`src/rtl/ram_ctrl_pkg.sv`:
```
// Shared definitions for the ram32x4 access controller.
package ram_ctrl_pkg;

  localparam int unsigned DEF_ADDR_W = 5;
  localparam int unsigned DEF_DATA_W = 4;
  localparam int unsigned DEPTH      = 32;

  typedef enum logic [2:0] {
    StIdle    = 3'd0,
    StClear   = 3'd1,
    StWrite   = 3'd2,
    StScanReq = 3'd3,
    StScanCap = 3'd4
  } ctrl_state_e;

endpackage

```
`src/rtl/scan_prescaler.sv`:
```
// Divides the clock down to a one-cycle scan tick every SCAN_DIV cycles while enabled.
module scan_prescaler #(
  parameter int unsigned SCAN_DIV = 50_000_000
) (
  input  logic clock,
  input  logic reset,
  input  logic enable,
  output logic tick
);

  localparam int unsigned CNT_W = (SCAN_DIV > 1) ? $clog2(SCAN_DIV) : 1;
  localparam logic [CNT_W-1:0] LAST = CNT_W'(SCAN_DIV - 1);

  logic [CNT_W-1:0] cnt_q, cnt_d;

  // Free-running count while enabled; parked at zero otherwise so a re-enable starts a full period.
  always_comb begin
    cnt_d = cnt_q;
    if (!enable) begin
      cnt_d = '0;
    end else if (cnt_q == LAST) begin
      cnt_d = '0;
    end else begin
      cnt_d = cnt_q + 1'b1;
    end
  end

  assign tick = enable && (cnt_q == LAST);

  // Counter register.
  always_ff @(posedge clock or posedge reset) begin
    if (reset) begin
      cnt_q <= '0;
    end else begin
      cnt_q <= cnt_d;
    end
  end

endmodule

```
`src/rtl/ram_access_ctrl.sv`:
```
// Sequencing front-end for ram32x4: buffered single writes, whole-memory clear and rolling readout.
module ram_access_ctrl
  import ram_ctrl_pkg::*;
#(
  parameter int unsigned ADDR_W   = DEF_ADDR_W,
  parameter int unsigned DATA_W   = DEF_DATA_W,
  parameter int unsigned SCAN_DIV = 50_000_000
) (
  input  logic              clock,
  input  logic              reset,
  input  logic              start_clear,
  input  logic              wr_req,
  input  logic [ADDR_W-1:0] wr_addr,
  input  logic [DATA_W-1:0] wr_data,
  input  logic              scan_en,
  output logic [ADDR_W-1:0] ram_addr,
  output logic [DATA_W-1:0] ram_data,
  output logic              ram_wren,
  input  logic [DATA_W-1:0] ram_q,
  output logic [ADDR_W-1:0] disp_addr,
  output logic [DATA_W-1:0] disp_data,
  output logic              disp_valid,
  output logic              busy
);

  // Clear walks every address; the last one is all-ones for a power-of-two depth.
  localparam logic [ADDR_W-1:0] LAST_ADDR = '1;

  ctrl_state_e       state_q, state_d;
  logic [ADDR_W-1:0] clr_cnt_q, clr_cnt_d;
  logic [ADDR_W-1:0] ptr_q, ptr_d;
  logic [ADDR_W-1:0] wbuf_addr_q, wbuf_addr_d;
  logic [DATA_W-1:0] wbuf_data_q, wbuf_data_d;
  logic              wr_pend_q, wr_pend_d;
  logic              scan_pend_q, scan_pend_d;
  logic [ADDR_W-1:0] disp_addr_q, disp_addr_d;
  logic [DATA_W-1:0] disp_data_q, disp_data_d;
  logic              disp_valid_q, disp_valid_d;

  logic scan_tick;
  logic wr_take;
  logic wr_go;
  logic scan_go;

  scan_prescaler #(
    .SCAN_DIV (SCAN_DIV)
  ) u_scan_prescaler (
    .clock  (clock),
    .reset  (reset),
    .enable (scan_en),
    .tick   (scan_tick)
  );

  // Requests arriving this cycle count as pending so IDLE can act on them without a bubble.
  assign wr_take = wr_req && (state_q != StClear);
  assign wr_go   = wr_take || wr_pend_q;
  assign scan_go = scan_tick || scan_pend_q;

  // Next-state, pending buffers, scan pointer and display capture.
  always_comb begin
    state_d      = state_q;
    clr_cnt_d    = clr_cnt_q;
    ptr_d        = ptr_q;
    wbuf_addr_d  = wbuf_addr_q;
    wbuf_data_d  = wbuf_data_q;
    wr_pend_d    = wr_pend_q;
    scan_pend_d  = scan_pend_q;
    disp_addr_d  = disp_addr_q;
    disp_data_d  = disp_data_q;
    disp_valid_d = 1'b0;

    case (state_q)
      StIdle: begin
        if (start_clear) begin
          state_d   = StClear;
          clr_cnt_d = '0;
        end else if (wr_go) begin
          state_d = StWrite;
        end else if (scan_go) begin
          state_d = StScanReq;
        end
      end
      StClear: begin
        clr_cnt_d = clr_cnt_q + 1'b1;
        ptr_d     = '0;
        if (clr_cnt_q == LAST_ADDR) begin
          state_d = StIdle;
        end
      end
      StWrite: begin
        state_d = StIdle;
      end
      StScanReq: begin
        state_d = StScanCap;
      end
      StScanCap: begin
        disp_addr_d  = ptr_q;
        disp_data_d  = ram_q;
        disp_valid_d = 1'b1;
        ptr_d        = ptr_q + 1'b1;
        state_d      = StIdle;
      end
      default: begin
        state_d = StIdle;
      end
    endcase

    // A new request wins over retiring the old one, so a request landing in WRITE is not lost.
    if (wr_take) begin
      wr_pend_d   = 1'b1;
      wbuf_addr_d = wr_addr;
      wbuf_data_d = wr_data;
    end else if (state_q == StWrite) begin
      wr_pend_d = 1'b0;
    end

    // Entering SCAN_REQ consumes the tick; further ticks only re-set a single flag.
    if ((state_q == StIdle) && (state_d == StScanReq)) begin
      scan_pend_d = 1'b0;
    end else if (scan_tick) begin
      scan_pend_d = 1'b1;
    end
  end

  // RAM port drive decoded from the current state; idle-low outside CLEAR/WRITE/SCAN_REQ.
  always_comb begin
    ram_addr = '0;
    ram_data = '0;
    ram_wren = 1'b0;
    case (state_q)
      StClear: begin
        ram_addr = clr_cnt_q;
        ram_wren = 1'b1;
      end
      StWrite: begin
        ram_addr = wbuf_addr_q;
        ram_data = wbuf_data_q;
        ram_wren = 1'b1;
      end
      StScanReq: begin
        ram_addr = ptr_q;
      end
      default: begin
        ram_addr = '0;
      end
    endcase
  end

  assign busy       = (state_q != StIdle);
  assign disp_addr  = disp_addr_q;
  assign disp_data  = disp_data_q;
  assign disp_valid = disp_valid_q;

  // State and datapath registers; reset aborts any clear in progress.
  always_ff @(posedge clock or posedge reset) begin
    if (reset) begin
      state_q      <= StIdle;
      clr_cnt_q    <= '0;
      ptr_q        <= '0;
      wbuf_addr_q  <= '0;
      wbuf_data_q  <= '0;
      wr_pend_q    <= 1'b0;
      scan_pend_q  <= 1'b0;
      disp_addr_q  <= '0;
      disp_data_q  <= '0;
      disp_valid_q <= 1'b0;
    end else begin
      state_q      <= state_d;
      clr_cnt_q    <= clr_cnt_d;
      ptr_q        <= ptr_d;
      wbuf_addr_q  <= wbuf_addr_d;
      wbuf_data_q  <= wbuf_data_d;
      wr_pend_q    <= wr_pend_d;
      scan_pend_q  <= scan_pend_d;
      disp_addr_q  <= disp_addr_d;
      disp_data_q  <= disp_data_d;
      disp_valid_q <= disp_valid_d;
    end
  end

endmodule
```
`config.mk`:
```
export PLATFORM = sky130hd
export DESIGN_NAME = ram_access_ctrl
export DESIGN_NICKNAME = d
export VERILOG_FILES = /design/src/rtl/ram_ctrl_pkg.sv /design/src/rtl/scan_prescaler.sv /design/src/rtl/ram_access_ctrl.sv
export SDC_FILE = /design/constraint.sdc
export NUM_CORES = 1
export LEC_CHECK = 0
export BUFFER_PORTS_ARGS = -buffer_cell sky130_fd_sc_hd__buf_2
export CAP_MARGIN = 20
export CORE_ASPECT_RATIO = 0.6
export CORE_MARGIN = 2
export CORE_UTILIZATION = 35
export CTS_CLUSTER_DIAMETER = 30
export DETAILED_ROUTE_END_ITERATION = 6
export PLACE_DENSITY = 0.62
export SLEW_MARGIN = 20
export SYNTH_ARGS = -nofsm -noshare
export SYNTH_HDL_FRONTEND = slang
export SYNTH_SLANG_ARGS = --single-unit
```
`constraint.sdc`:
```
create_clock -name clock -period 4.5 [get_ports clock]
set_input_delay 0.9 -clock clock [delete_from_list [all_inputs] [get_ports clock]]
set_output_delay 0.9 -clock clock [all_outputs]
set_load 0.01 [all_outputs]
```
==> impl_metrics.tcl, run 1 <==
set metrics [dict create \
    synth_area_per_cell_um2 10.4 \
    crit_slowest_cell "nor3_1" \
    dieArea_um2 9210 \
    finalCritPeriodShare_pct 64.2 \
    min_path_cells 1 \
    critPathLaunchType "register" \
    outcome "finished, final reports clean" \
    hold_viol 0 \
    whs_endpoint "u_scan_prescaler.cnt_q[25]" \
    rr_endpoint "u_scan_prescaler.cnt_q[12]" \
    postCtsHoldBufs 0 \
    path_buf_inv 2 \
    dpl.hpwl_um 4650 \
    mostFrequentLayoutCell "dfrtp_1" \
    path_clk_slew_ns 0.05 \
    antenna_found_initial 0 \
    fill_cells 772 \
    num_rows 25 \
    num_vias 2298 \
    grt_pass1_vias 2138 \
    crit_chain "inv_1 -> nor3_1 -> and2_1 -> buf_2" \
    drt_iter0_markers 155 \
    worst-setup-path-type "reg2out" \
    power_density_nw_per_um2 522 \
    grt.total_usage_pct 15.9 \
    synth_nets 306 \
    timing.rr.start "u_scan_prescaler.cnt_q[9]" \
    relSlewSlack_pct 33.9 \
    ys_ff_latch 60 \
    p_leak_nw 1.56 \
    synth-seq-area-share_pct 50.8 \
    drc 0 \
    rsz0062_at_grt "false" \
    h-tree-depth 3 \
    skew_ns 0.00579 \
    die_w_um 123 \
    final_antenna_net_count 0 \
    ys.warnings.count 0 \
    crit_arrival_ns 1.99 \
    cts_tree "built" \
    critPathRequiredTime_ns 3.60 \
    start_util_pct 36.7 \
    ctsResizeCount 0 \
    grt_max_degree 41 \
    cts_made_buffers 9 \
    worstSkewPairLatency_ns 0.33 \
    slew_violations 0 \
    fmax_mhz 346 \
    io_buffers 38 \
    synth_top_area_share_pct 50.8 \
    wire_per_inst_um 15.4 \
    synthCells 284 \
    grt_first_pass_wirelength_um 10800 \
    fin_nets 343 \
    viasPerCell 5.29 \
    routabilityCongestion 0.804 \
    reg2regPathDepth 4 \
    r2r_setup_slack_ns 2.07 \
    antenna_cells 0 \
    drt_first_pass_iters 4 \
    drt_wl_total_um 6690 \
    setup_viol_count_final 0 \
    cp-end-kind "primary output" \
    fp.dieH_um 75.1 \
    cts_setup_buffers 0 \
    synth_edf_count 0 \
    ys.flop_type "dfrtp_1" \
    synthArstFlopShare_pct 100 \
    worst_hold_path_type "reg2reg" \
    io_pins 39 \
    netlist_area_um2 2950 \
    critical_path.max_stage_delay_ns 0.62 \
    crit_fanout 9 \
    hold_slack_ns 0.489 \
    final_cell_mix "60 x dfrtp_1, 38 x buf_2, 24 x a21oi_1, 24 x nor2_1, 20 x mux2_2" \
    synth_area_leaders "dfrtp_1 51%, mux2_2 7.6%, a21oi_1 4.1%" \
    vdd_ir_drop_max_v 0.000265 \
    drive_gt1_share_pct 25.2 \
    synth_cell_types 46 \
    startpoint "state_q[1]" \
    area_growth_pct 18.6 \
    cpLargestDelayFamily "simple AND/OR/NAND/NOR gates" \
    hp-start "u_scan_prescaler.cnt_q[25]" \
    worstMarginPinSlew_ns 0.991 \
    cts_sinks 60 \
    fin_setup_tns_ns 0 \
    period_minus_slack_ns 2.89 \
    ctsLongestPathBuffers 2 \
    cts-root-buf "clkbuf_16" \
    grt-ovfl-total 0 \
    synth_top_area_cell "dfrtp_1" \
    drv_cap 0 \
    core_area_um2 8040 \
]
[report_power, final]
part	internal, W	switching, W	leakage [nW]	total (W)
clock	0.000417	0.000233	0.140	0.000650
combinational	0.000202	0.000234	0.629	0.000436
sequential	0.000641	0.000102	0.796	0.000744
[final cells by class]
class	count	area [um^2]	share of cell area (%)
clock inverters	1	5.00	0.143
clock buffers	15	278	7.93
well taps	108	135	3.86
repair buffers	39	198	5.64
flip-flops and latches	60	1500	42.9
inverters	13	48.8	1.39
multi-input cells	198	1340	38.2
[routing by layer]
metal	global-route usage [%]	up-vias	share of wire, %
met5	0	-	0
met4	6.26	0	0.78
met3	5.98	5	4.7
met2	21.2	42	43
met1	23.1	1141	52
li1	-	1110	-
[worst max path at each step]
stage | slack (ns) | cells after the start | end
after global placement | 2.09 | 4 | ram_data[0]
after detailed placement | 2.04 | 4 | ram_data[0]
after global routing | 1.51 | 4 | ram_data[2]
after floorplan | 2.12 | 1 | clr_cnt_q[0]
final | 1.61 | 4 | ram_data[0]
after CTS | 1.67 | 4 | ram_data[0]
[cells by family after synthesis]
| group | share of synthesized area (%) |
|---|---|
| AO/OA/AOI/OAI | 11.4 |
| XOR/XNOR | 2.97 |
| adder cells (fa/ha/maj) | 1.69 |
| buffers and inverters | 4.07 |
| flip-flops | 50.8 |
| multiplexers | 8.98 |
| AND/OR/NAND/NOR | 20.0 |
[per-stage QoR]
| stage | instances | setup slack [ns] | total power [W] | area [um^2] | utilization [%] |
|---|---|---|---|---|---|
| 5_1_grt | 434 | 1.51 | 0.00193 | 3500 | 43.6 |
| 3_5_place_dp | 418 | 2.04 | 0.00118 | 3210 | 40.0 |
| 3_3_place_gp | 418 | 2.09 | 0.00117 | 3210 | 40.0 |
| 2_1_floorplan | 284 | 2.12 | 0.00104 | 2950 | - |
| 6_report | 434 | 1.61 | 0.00183 | 3500 | 43.6 |
| 4_1_cts | 434 | 1.67 | 0.00184 | 3500 | 43.5 |
[state kept, by name, indices dropped and copies added, names as in the netlist]
name and count:
u_scan_prescaler.cnt_q 26, clr_cnt_q 5, disp_addr 5, ptr_q 5, wbuf_addr_q 5, disp_data 4, wbuf_data_q 4, state_q 3
disp_valid 1, scan_pend_q 1, wr_pend_q 1
[worst reg2reg max path, cell delays in order (launching register included)]
cell and delay [ns]:
dfrtp_1 0.41, or3_4 0.41, or4_4 0.51, o31ai_4 0.81, nor2_1 0.14
[synth_stat cells (2+ instances only)]
cell      instances
a21o_1            2
a21oi_1          24
and2_1            4
and3_1            4
and4_1            5
buf_2             2
buf_6             2
clkbuf_1          6
dfrtp_1          60
ha_1              4
inv_1            13
mux2_2           20
mux2i_1           4
nand2_1          12
nand3_1          16
nand4_1           8
nor2_1           24
nor2b_1           2
nor3_1            4
nor4_1            2
o21ai_0          18
o221ai_1          2
o31ai_1           4
or3_1             8
or4_1             4
or4b_2            2
xnor2_1           5
xor2_1            5
Note: power is estimated with default switching activity, not from simulation.
==> run 2, diff against run 1 <==
Settings changed: PLACE_DENSITY 0.62 to 0.64.
Clock period 4.5 ns to 2.4 ns, I/O delays scaled along.
==> impl_metrics.tcl, run 2 (synthesis gave the netlist of run 1 again) <==
set metrics [dict create \
    fin_nets 350 \
    dpl.hpwl_um 4560 \
    path_clk_slew_ns 0.05 \
    grt-ovfl-total 0 \
    fill_cells 744 \
    io_buffers 38 \
    antenna_found_initial 0 \
    worstMarginPinSlew_ns 0.506 \
    largest_reg_flops 26 \
    drive_gt1_share_pct 27.6 \
    cts-root-buf "clkbuf_16" \
    skew_ns 0.00358 \
    final_antenna_net_count 0 \
    die_w_um 123 \
    postCtsHoldBufs 0 \
    cts_setup_buffers 0 \
    mostFrequentLayoutCell "dfrtp_1" \
    power_density_nw_per_um2 981 \
    crit_arrival_ns 1.70 \
    num_rows 25 \
    antenna_cells 0 \
    num_vias 2247 \
    drc 0 \
    r2r_setup_slack_ns 0.23 \
    h-tree-depth 3 \
    timing.rr.start "u_scan_prescaler.cnt_q[0]" \
    ctsResizeCount 0 \
    hold_slack_ns 0.207 \
    core_area_um2 8040 \
    grt_max_degree 61 \
    area_growth_pct 21.0 \
    critPathLaunchType "register" \
    period_minus_slack_ns 2.18 \
    cts_tree "built" \
    p_leak_nw 1.60 \
    rr_endpoint "u_scan_prescaler.cnt_q[24]" \
    relSlewSlack_pct 66.2 \
    drt_wl_total_um 6400 \
    worst_hold_path_type "in2async" \
    fmax_mhz 459 \
    slew_violations 0 \
    cp-end-kind "primary output" \
    viasPerCell 5.10 \
    rsz0062_at_grt "false" \
    drv_cap 0 \
    start_util_pct 36.7 \
    hold_viol 0 \
    fin_setup_tns_ns 0 \
    reg2regPathDepth 5 \
    final_cell_mix "60 x dfrtp_1, 38 x buf_2, 24 x a21oi_1, 24 x nor2_1, 20 x mux2_2" \
    worstSkewPairLatency_ns 0.32 \
    grt_pass1_vias 2036 \
    setup_viol_count_final 0 \
    outcome "finished, final reports clean" \
    routabilityCongestion 0.751 \
    wire_per_inst_um 14.5 \
    ctsLongestPathBuffers 2 \
    worst-setup-path-type "reg2out" \
    cts_made_buffers 9 \
    vdd_ir_drop_max_v 0.000475 \
    grt.total_usage_pct 15.4 \
    fp.dieH_um 75.1 \
    crit_fanout 9 \
    io_pins 39 \
    finalCritPeriodShare_pct 90.8 \
    dieArea_um2 9210 \
    critPathRequiredTime_ns 1.92 \
    drt_first_pass_iters 4 \
    cts_sinks 60 \
    drt_iter0_markers 205 \
    grt_first_pass_wirelength_um 10700 \
    regMostFlops "u_scan_prescaler.cnt_q" \
]
[run 2: changes by cell type in the layout (fill, tap and decap cells not counted)]
| cell | previous run | this run |
|---|---|---|
| buf_4 | 1 | 7 |
| clkbuf_1 | 3 | 0 |
| clkbuf_8 | 3 | 0 |
| clkinvlp_4 | 0 | 3 |
| clkinv_2 | 1 | 3 |
| buf_12 | 0 | 1 |
| bufinv_16 | 0 | 1 |
| nor3b_2 | 0 | 1 |
| nor3b_4 | 1 | 0 |
[run 2: critical path: stages (launching register included)]
cell and delay (ns):
dfrtp_1 0.40, buf_4 0.21, nor2b_1 0.35, a21oi_1 0.16, nor2_1 0.11, buf_2 0.14
[run 2: layout make-up]
cell class | count | area, um^2 | share of cell area, %
repair buffers | 46 | 263 | 7.36
clock buffers | 9 | 225 | 6.30
well taps | 108 | 135 | 3.78
flip-flops and latches | 60 | 1500 | 42.0
multi-input cells | 198 | 1330 | 37.3
clock inverters | 7 | 67.6 | 1.89
inverters | 13 | 48.8 | 1.37
[run 2: worst max path at each step]
stage / endpoint / from / slack, ns
3_3_place_gp: u_scan_prescaler.cnt_q[24] / u_scan_prescaler.cnt_q[0] / 0.34
5_1_grt: u_scan_prescaler.cnt_q[22] / u_scan_prescaler.cnt_q[0] / 0.06
3_5_place_dp: u_scan_prescaler.cnt_q[24] / u_scan_prescaler.cnt_q[0] / 0.25
4_1_cts: u_scan_prescaler.cnt_q[24] / u_scan_prescaler.cnt_q[0] / 0.23
6_report: ram_addr[1] / state_q[0] / 0.22
2_1_floorplan: clr_cnt_q[0] / reset / 0.44
[run 2: metrics by stage]
step                util, %  setup WS (ns)  power [W]  cell area, um^2  instances
floorplan                 -          0.435    0.00195             2950        284
global placement       40.8          0.337    0.00224             3280        425
global route           44.4         0.0572    0.00372             3570        441
finish                 44.4          0.222    0.00351             3570        441
CTS                    44.4          0.231    0.00354             3570        441
detailed placement     40.8          0.249    0.00228             3280        425
[run 2: report_power, final]
part | leakage (nW) | internal (W) | total [W] | switching [W]
combinational | 0.666 | 0.000415 | 0.000896 | 0.000481
clock | 0.137 | 0.000796 | 0.00124 | 0.000445
sequential | 0.796 | 0.00120 | 0.00137 | 0.000166
total | 1.60 | 0.00241 | 0.00351 | 0.00109
[run 2: layer usage]
metal | up-vias | share of wire [%] | GRT usage [%]
li1 | 1119 | - | -
met1 | 1071 | 54 | 24.7
met2 | 49 | 40 | 18.8
met3 | 8 | 4.4 | 4.47
met4 | 0 | 1.3 | 5.75
met5 | - | 0 | 0
==> run 3, diff against run 2 <==
Settings changed: ABC_AREA from default to 1, CORE_UTILIZATION 35 to 33, PLACE_DENSITY 0.64 to 0.61.
==> impl_metrics.tcl, run 3 <==
set metrics [dict create \
    core_area_um2 9220 \
    synth_area_leaders "dfrtp_1 48%, nand2_1 12%, nor2_1 8.2%" \
    cts_sinks 60 \
    grt-ovfl-total 0 \
    mostFrequentLayoutCell "nand2_1" \
    grt_max_degree 37 \
    fp.dieH_um 79.6 \
    setup_viol_count_final 0 \
    p_sw_share_pct 32.7 \
    ys_ff_latch 60 \
    die_w_um 130 \
    final_antenna_net_count 0 \
    synth-seq-area-share_pct 47.8 \
    grt_first_pass_wirelength_um 13100 \
    synth_cell_types 34 \
    worst-setup-path-type "reg2out" \
    io_pins 39 \
    drive_gt1_share_pct 17.9 \
    seq_power_share_pct 38.6 \
    cts_tree "built" \
    synth_edf_count 0 \
    p_leak_nw 1.84 \
    ys.flop_type "dfrtp_1" \
    largest_reg_flops 26 \
    outcome "finished, final reports clean" \
    synth_top_area_share_pct 47.8 \
    area_growth_pct 21.5 \
    skew_ns 0.0115 \
    synth_area_per_cell_um2 7.74 \
    ys.warnings.count 0 \
    critPathRequiredTime_ns 1.92 \
    start_util_pct 34.1 \
    antenna_found_initial 0 \
    drv_cap 0 \
    crit_arrival_ns 1.59 \
    yosysMostFrequentCell "nand2_1" \
    relSlewSlack_pct 62.8 \
    routabilityCongestion 0.885 \
    drt_first_pass_iters 5 \
    synthArstFlopShare_pct 100 \
    period_minus_slack_ns 2.07 \
    ctsLongestPathBuffers 2 \
    wire_per_inst_um 13.0 \
    yosys-top-cells-count "100 x nand2_1, 69 x nor2_1, 60 x dfrtp_1, 54 x inv_1, 29 x nand3_1" \
    drt_wl_total_um 7680 \
    rr_endpoint "u_scan_prescaler.cnt_q[20]" \
    reg2regPathDepth 8 \
    postCtsHoldBufs 0 \
    timing.rr.start "u_scan_prescaler.cnt_q[0]" \
    worstMarginPinSlew_ns 0.557 \
    slew_violations 0 \
    crit_fanout 12 \
    rsz0062_at_grt "false" \
    worstSkewPairLatency_ns 0.33 \
    p_switching_w 0.00113 \
    dieArea_um2 10300 \
    grt_pass1_vias 2668 \
    drt_iter0_markers 257 \
    synthCells 406 \
    final_cell_mix "100 x nand2_1, 69 x nor2_1, 60 x dfrtp_1" \
    fill_cells 906 \
    cts_setup_buffers 0 \
    fmax_mhz 483 \
    path_clk_slew_ns 0.06 \
    worst_hold_path_type "in2async" \
    num_rows 27 \
    power_w 0.00347 \
    viasPerCell 4.74 \
    critPathLaunchType "register" \
    ctsResizeCount 0 \
    cp-end-kind "primary output" \
    p_int_w 0.00233 \
    num_vias 2794 \
    h-tree-depth 3 \
    r2r_setup_slack_ns 0.58 \
    finalCritPeriodShare_pct 86.3 \
    grt.total_usage_pct 16.4 \
    fin_setup_tns_ns 0 \
    cts_made_buffers 9 \
    clock_power_share_pct 37.1 \
    fin_nets 476 \
    synth_top_area_cell "dfrtp_1" \
    power_density_nw_per_um2 909 \
    io_buffers 38 \
    cts-root-buf "clkbuf_16" \
    drc 0 \
    antenna_cells 0 \
    p_comb_share_pct 24.2 \
    regMostFlops "u_scan_prescaler.cnt_q" \
    vdd_ir_drop_max_v 0.000371 \
    synth_nets 428 \
    netlist_area_um2 3140 \
    dpl.hpwl_um 5760 \
    hold_viol 0 \
]
[run 3: logic make-up (layout without fill, tap and decap cells)]
family | Yosys count | in the layout | share of synthesized area, %
compound gates | 34 | 34 | 6.33
simple gates | 236 | 236 | 33.3
buf+inv | 61 | 114 | 7.57
fa+ha+maj | 4 | 4 | 1.59
flops | 60 | 60 | 47.8
xor+xnor | 6 | 6 | 1.67
mux | 5 | 5 | 1.79
[run 3: power groups by stage]
stage	Clock, W	Combinational (W)	Sequential [W]
after floorplan	0	0.000548	0.00134
after global placement	0	0.000825	0.00135
after detailed placement	0	0.000839	0.00135
after CTS	0.00131	0.000846	0.00134
after global routing	0.00136	0.000962	0.00137
final	0.00129	0.000841	0.00134
[run 3: final cells by class]
class | instances | area (um^2) | share of cell area, %
repair buffers | 42 | 233 | 6.10
well taps | 130 | 163 | 4.26
inverters | 56 | 210 | 5.51
multi-input cells | 285 | 1410 | 36.9
clock buffers | 9 | 225 | 5.90
flip-flops and latches | 60 | 1500 | 39.3
clock inverters | 7 | 77.6 | 2.03
[run 3: worst max path at each step]
stage	from	to	slack, ns	cells past startpoint
6_report	state_q[2]	ram_addr[4]	0.33	6
5_1_grt	state_q[2]	ram_addr[4]	0.16	6
4_1_cts	state_q[2]	ram_addr[4]	0.1	6
3_5_place_dp	state_q[2]	ram_addr[0]	0.51	6
3_3_place_gp	state_q[2]	ram_addr[0]	0.57	6
2_1_floorplan	reset	clr_cnt_q[0]	0.44	1
[run 3: per-stage QoR]
stage | hold WS [ns] | instance area, um^2 | std cells | utilization, % | setup WS [ns]
floorplan | 0.450 | 3140 | 406 | - | 0.435
global placement | 0.460 | 3510 | 573 | 38.1 | 0.570
detailed placement | 0.464 | 3510 | 573 | 38.1 | 0.506
CTS | 0.214 | 3810 | 589 | 41.3 | 0.0998
global route | 0.238 | 3820 | 589 | 41.4 | 0.160
finish | 0.192 | 3820 | 589 | 41.4 | 0.328
[run 3: worst max-delay path: stages, from the launching register on]
cell and delay, ns:
dfrtp_1 0.40, inv_1 0.12, nand3_2 0.23, inv_1 0.24
nand2_1 0.08, nand3_1 0.07, buf_2 0.13
[run 3: routing by layer]
| layer | up-vias | global-route usage [%] | part of all wire [%] |
|---|---|---|---|
| met4 | 0 | 4.30 | 0.64 |
| met1 | 1306 | 25.6 | 55 |
| met5 | - | 0 | 0 |
| li1 | 1394 | - | - |
| met2 | 90 | 21.4 | 38 |
| met3 | 4 | 4.76 | 6.8 |
